===== src/rtl/sonar_scan_scheduler.sv =====
// Round-robin scheduler that shares one sonar ranging engine across N_SENSORS
// sensors: start/ready handshake, per-phase timeouts, abort, echo-decay holdoff.
module sonar_scan_scheduler #(
    parameter int N_SENSORS      = 4,
    parameter int SEL_W          = 2,
    parameter int CNT_W          = 20,
    parameter int ACK_TIMEOUT    = 16,
    parameter int MEAS_TIMEOUT   = 400000,
    parameter int HOLDOFF_CYCLES = 600000
) (
    input  logic                 clk,
    input  logic                 rst,
    input  logic                 run,
    input  logic [N_SENSORS-1:0] enable_mask,
    input  logic                 meas_ready,
    input  logic [7:0]           meas_inches,
    output logic [SEL_W-1:0]     sensor_sel,
    output logic                 meas_start,
    output logic                 meas_abort,
    output logic                 result_valid,
    output logic [SEL_W-1:0]     result_sensor,
    output logic [7:0]           result_inches,
    output logic                 result_timeout,
    output logic                 busy
);

    typedef enum logic [2:0] {
        S_IDLE,
        S_SELECT,
        S_ARM,
        S_WAIT_ACK,
        S_WAIT_DONE,
        S_ABORT,
        S_HOLDOFF
    } state_t;

    state_t             state_q, state_d;
    logic [CNT_W-1:0]   cnt_q, cnt_d;
    logic [SEL_W-1:0]   last_q, last_d;
    logic [SEL_W-1:0]   sensor_sel_q, sensor_sel_d;
    logic               meas_start_q, meas_start_d;
    logic               meas_abort_q, meas_abort_d;
    logic               result_valid_q, result_valid_d;
    logic [SEL_W-1:0]   result_sensor_q, result_sensor_d;
    logic [7:0]         result_inches_q, result_inches_d;
    logic               result_timeout_q, result_timeout_d;
    logic               busy_q, busy_d;

    logic [SEL_W-1:0]   next_sel;
    logic               next_found;
    logic               can_scan;

    assign can_scan = run && (enable_mask != '0);

    // First enabled sensor after the last serviced one, wrapping modulo N_SENSORS.
    always_comb begin
        next_sel   = last_q;
        next_found = 1'b0;
        for (int k = 1; k <= N_SENSORS; k++) begin
            if (!next_found && enable_mask[SEL_W'((int'(last_q) + k) % N_SENSORS)]) begin
                next_sel   = SEL_W'((int'(last_q) + k) % N_SENSORS);
                next_found = 1'b1;
            end
        end
    end

    always_comb begin
        // NOTE: every _d gets a default first so no path through the case infers a latch.
        state_d          = state_q;
        last_d           = last_q;
        sensor_sel_d     = sensor_sel_q;
        meas_start_d     = 1'b0;
        result_valid_d   = 1'b0;
        result_sensor_d  = result_sensor_q;
        result_inches_d  = result_inches_q;
        result_timeout_d = result_timeout_q;

        case (state_q)
            S_IDLE: begin
                if (can_scan) begin
                    state_d      = S_SELECT;
                    sensor_sel_d = next_sel;
                end
            end
            S_SELECT: state_d = S_ARM;
            S_ARM: begin
                if (meas_ready) begin
                    state_d      = S_WAIT_ACK;
                    meas_start_d = 1'b1;
                end else if (cnt_q == CNT_W'(ACK_TIMEOUT)) begin
                    state_d = S_ABORT;
                end
            end
            S_WAIT_ACK: begin
                if (!meas_ready) begin
                    state_d = S_WAIT_DONE;
                end else if (cnt_q == CNT_W'(ACK_TIMEOUT)) begin
                    state_d = S_ABORT;
                end
            end
            S_WAIT_DONE: begin
                // A ready arriving on the timeout cycle still counts as a good result.
                if (meas_ready) begin
                    state_d          = S_HOLDOFF;
                    result_valid_d   = 1'b1;
                    result_sensor_d  = sensor_sel_q;
                    result_inches_d  = meas_inches;
                    result_timeout_d = 1'b0;
                    last_d           = sensor_sel_q;
                end else if (cnt_q == CNT_W'(MEAS_TIMEOUT)) begin
                    state_d = S_ABORT;
                end
            end
            S_ABORT: begin
                if (cnt_q == CNT_W'(1)) begin
                    state_d          = S_HOLDOFF;
                    result_valid_d   = 1'b1;
                    result_sensor_d  = sensor_sel_q;
                    result_inches_d  = 8'hFF;
                    result_timeout_d = 1'b1;
                    last_d           = sensor_sel_q;
                end
            end
            S_HOLDOFF: begin
                if (cnt_q == CNT_W'(HOLDOFF_CYCLES - 1)) begin
                    if (can_scan) begin
                        state_d      = S_SELECT;
                        sensor_sel_d = next_sel;
                    end else begin
                        state_d = S_IDLE;
                    end
                end
            end
            default: state_d = S_IDLE;
        endcase

        meas_abort_d = (state_d == S_ABORT);
        busy_d       = (state_d != S_IDLE);
        cnt_d        = (state_d != state_q) ? '0 : cnt_q + CNT_W'(1);
    end

    // NOTE: state is updated only here and only with non-blocking assignments,
    // so every flop samples the values settled by the combinational block.
    always_ff @(posedge clk) begin
        if (rst) begin
            state_q          <= S_IDLE;
            cnt_q            <= '0;
            last_q           <= SEL_W'(N_SENSORS - 1);
            sensor_sel_q     <= '0;
            meas_start_q     <= 1'b0;
            meas_abort_q     <= 1'b0;
            result_valid_q   <= 1'b0;
            result_sensor_q  <= '0;
            result_inches_q  <= '0;
            result_timeout_q <= 1'b0;
            busy_q           <= 1'b0;
        end else begin
            state_q          <= state_d;
            cnt_q            <= cnt_d;
            last_q           <= last_d;
            sensor_sel_q     <= sensor_sel_d;
            meas_start_q     <= meas_start_d;
            meas_abort_q     <= meas_abort_d;
            result_valid_q   <= result_valid_d;
            result_sensor_q  <= result_sensor_d;
            result_inches_q  <= result_inches_d;
            result_timeout_q <= result_timeout_d;
            busy_q           <= busy_d;
        end
    end

    assign sensor_sel     = sensor_sel_q;
    assign meas_start     = meas_start_q;
    assign meas_abort     = meas_abort_q;
    assign result_valid   = result_valid_q;
    assign result_sensor  = result_sensor_q;
    assign result_inches  = result_inches_q;
    assign result_timeout = result_timeout_q;
    assign busy           = busy_q;

endmodule

===== config.mk =====
export PLATFORM = sky130hd
export DESIGN_NAME = sonar_scan_scheduler
export DESIGN_NICKNAME = d
export VERILOG_FILES = /design/src/rtl/sonar_scan_scheduler.sv
export SDC_FILE = /design/constraint.sdc
export NUM_CORES = 1
export LEC_CHECK = 0
export ABC_AREA = 1
export CORE_ASPECT_RATIO = 1.25
export CORE_MARGIN = 2
export CORE_UTILIZATION = 59
export CTS_BUF_LIST = sky130_fd_sc_hd__clkbuf_4 sky130_fd_sc_hd__clkbuf_8 sky130_fd_sc_hd__clkbuf_16
export DETAILED_ROUTE_END_ITERATION = 16
export PLACE_DENSITY = 0.95
export SLEW_MARGIN = 20
export SYNTH_ARGS = -nofsm -noshare
export SYNTH_HDL_FRONTEND = slang
export SYNTH_SLANG_ARGS = --single-unit

===== constraint.sdc =====
create_clock -name clk -period 3.6 [get_ports clk]
set_clock_uncertainty 0.2 [all_clocks]
set_input_delay 0.72 -clock clk [delete_from_list [all_inputs] [get_ports clk]]
set_output_delay 0.72 -clock clk [all_outputs]
set_load 0.05 [all_outputs]

==> flow_summary.toml <==
[yosys]
yosysWarnings = 0
syn_nets = 360
synth_fa_ha_area_frac = 0.0151
syn-cell-area_um2 = 2480
synth_top_family_by_area = "simple AND/OR/NAND/NOR gates"
syn_inst = 341
synth_seq_area_share = 0.339
synth_compound_area_frac = 0.0801
synth.area.mux_share = 0
yosys.area_share.simple = 0.391
ys_ff_latch = 42
synth.avg_cell_area_um2 = 7.28
synthXorXnorAreaFrac = 0.0599
synth_cell_types = 31

[critical_path]
path_cells = "clkdlybuf4s50_1, inv_1, nand3_1, nand2_1, nor2_1, nand2_1, nand2_1, nor2_1, nand3_1, nand3_2, nor3_2"
crit_path_max_fanout = 20
ff2ff_setup_slack_ns = 0.97
required_ns = 3.61
startpoint = "enable_mask[2]"
timing.rr.start = "cnt_q[0]$_SDFF_PP0_"
path_class = "input port to flip-flop"
r2r_cells = 11
crit_arrival_ns = 2.72
slowest_delay_ns = 0.51
crit_cells = 11
end_kind = "flip-flop"
crit_path_end = "cnt_q[9]$_SDFF_PP0_"
r2r_end = "cnt_q[9]$_SDFF_PP0_"
crit_path_top_delay_cell = "clkdlybuf4s50_1"
cp_num_buf_inv = 2
crit_family = "simple AND/OR/NAND/NOR gates"
critPathLaunchType = "input port"
crit_path_frequent_cell = "nand2_1"

[job]
maxCapViolCount = 0

[sta]
hold_ws_ns = 0.272
rsz0062_at_grt = "false"
relSlewSlack = 0.595
fmax_mhz = 370
tightest_slew_ns = 0.608
hold_viol_final = 0
period_minus_slack_ns = 2.70
finalCritPeriodShare = 0.751
slew_violations = 0
setup_ws_ns = 0.896
fin_setup_tns_ns = 0
setup_viol = 0

[global_route]
first_global_vias = 2359
overflow = 0
antenna_found_initial = 0
grt_max_degree = 21
grtUsageTotal = 0.272
grt_first_pass_wirelength_um = 9950

[clocking]
numCtsBuffers = 5
insertion_delay_ns = 0.31
clock-root-buffer = "clkbuf_8"
clk_pin_slew_ns = 0.09
clockBufferDepth = 2
cts_tree = "built"
h-tree-depth = 2
clkSinkCount = 42
hold_buffers = 0
cts_setup_buffers = 0
cts_resized = 0

[cells_and_area]
area_growth_pct = 17.1
drive_gt1_frac = 0.134
diodes = 0
fin_nets = 392

[placement]
pre_cts_ws_ns = 0.569
routabilityCongestion = 0.991
hpwl_um = 4280
portBuffers = 32

[detailed_routing]
detail_route.first_pass.iterations = 4
initialDrtViolationCount = 131
ant_nets = 0
routed_wl_um = 5930
wl_per_cell_um = 13.8
drt-vias-per-instance = 5.55
detail_route.drc_violations = 0
vias = 2387

[power_and_ir_drop]
p_leak_nw = 1.23
p_clk_frac = 0.277
p_switching_mw = 0.465
pwr_density_cell_nw_per_um2 = 420
swShare = 0.381
power_frac_seq = 0.425
ir_drop_mv = 0.229
p_int_mw = 0.757
p_comb_frac = 0.298

[floorplanning]
fp.coreArea_um2 = 4070
pin_count = 33
dieArea_um2 = 4750
start_util = 0.611
rows = 26
chipWidth_um = 62.0
chipHeight_um = 76.5

[status]
status = "finished clean"

[min_path]
holdPathStages = 2
hp-class = "flip-flop to flip-flop"
[final cells by class]
class                   count  area, um^2
clock inverters             2        16.3
well taps                  56        70.1
repair buffers             33         328
clock buffers               6        82.6
inverters                  57         214
flip-flops and latches     42         841
fillers                   314        1160
multi-input cells         234        1360
[through the flow]
step | utilization | cells | instance area (um^2) | total power [mW]
2_1_floorplan | - | 341 | 2480 | 0.821
3_3_place_gp | 0.691 | 422 | 2810 | 0.875
3_5_place_dp | 0.691 | 422 | 2810 | 0.889
4_1_cts | 0.715 | 430 | 2910 | 1.23
5_1_grt | 0.715 | 430 | 2910 | 1.28
6_report | 0.715 | 430 | 2910 | 1.22
[cell usage after synthesis]
cell       n  area [um^2]
buf_4      1         7.51
o21ai_0    7         35.0
a41oi_1    1         8.76
nor3_1    10         50.1
nor2_1    36          135
nor2_4     2         22.5
nand2_2    3         18.8
nor3b_1    1         7.51
buf_2      1         5.00
ha_1       3         37.5
o211ai_1   4         30.0
a21oi_1    8         40.0
o21bai_1   1         7.51
nor3_2    22          220
dfxtp_1   42          841
nand2_4    1         11.3
nand4_1    8         50.1
inv_1     53          199
xnor2_1    4         35.0
clkbuf_1   1         3.75
nand3_1   23          115
nand2_1   66          248
o221ai_1   8         70.1
nand3b_1   2         15.0
nor2_2     5         31.3
and2_1     1         6.26
a21o_1     1         7.51
buf_6      5         56.3
inv_2      4         15.0
nand3_2    4         40.0
xor2_1    13          114
[kinds of logic (layout without fill, tap and decap cells)]
logic type	after synthesis	in the layout
fa+ha+maj	3	3
xor+xnor	17	17
buf+inv	65	98
flops	42	42
simple gates	184	184
compound gates	30	30
[power groups by stage]
stage	logic [mW]	registers (mW)	clock network [mW]
detailed placement	0.360	0.529	0
CTS	0.365	0.519	0.342
global route	0.403	0.523	0.356
global placement	0.348	0.527	0
floorplan	0.250	0.572	0
finish	0.365	0.519	0.339
[worst register-to-register path: stages (launching register included)]
cell     delay [ns]
dfxtp_1        0.40
ha_1           0.28
nand3_2        0.16
inv_1          0.11
nand3_1        0.08
nor2_1         0.13
nand2_1        0.07
nand2_1        0.13
nor2_1         0.08
nand3_1        0.08
nand3_2        0.47
nor3_2         0.34
[cell usage in the layout, fill, tap and decap left out, drive strengths merged, types with 2 or more instances in the layout]
cell type	n
nand2	70
inv	58
nor2	43
dfxtp	42
clkdlybuf4s50	32
nor3	32
nand3	27
xor2	13
nand4	8
a21oi	8
o221ai	8
o21ai	7
clkbuf	6
xnor2	4
o211ai	4
ha	3
nand3b	2
[how the worst min path moves through the flow]
stage,from,to,slack (ns)
after floorplan,cnt_q[0]$_SDFF_PP0_,cnt_q[0]$_SDFF_PP0_,0.26
after global placement,result_sensor[0]$_SDFFE_PP0P_,result_sensor[0]$_SDFFE_PP0P_,0.25
after detailed placement,result_sensor[1]$_SDFFE_PP0P_,result_sensor[1]$_SDFFE_PP0P_,0.26
after CTS,result_sensor[1]$_SDFFE_PP0P_,result_sensor[1]$_SDFFE_PP0P_,0.27
after global routing,result_sensor[1]$_SDFFE_PP0P_,result_sensor[1]$_SDFFE_PP0P_,0.30
final,result_sensor[1]$_SDFFE_PP0P_,result_sensor[1]$_SDFFE_PP0P_,0.27
[state kept, by name, indices dropped and copies added, names as in the netlist]
| name | cells |
|---|---|
| result_timeout | 1 |
| sensor_sel | 2 |
| result_inches | 8 |
| cnt_q | 20 |
| meas_start | 1 |
| result_valid | 1 |
| state_q | 3 |
| busy | 1 |
| meas_abort | 1 |
| last_q | 2 |
| result_sensor | 2 |
[per-layer routing]
layer	share of wire	global-route usage	vias up	wire length [um]
li1	-	-	1164	-
met1	0.39	0.293	1107	2340
met2	0.51	0.466	87	3050
met3	0.049	0.0679	29	292
met4	0.042	0.138	0	249
met5	0	0	-	0
(Power assumes the default switching activity.)
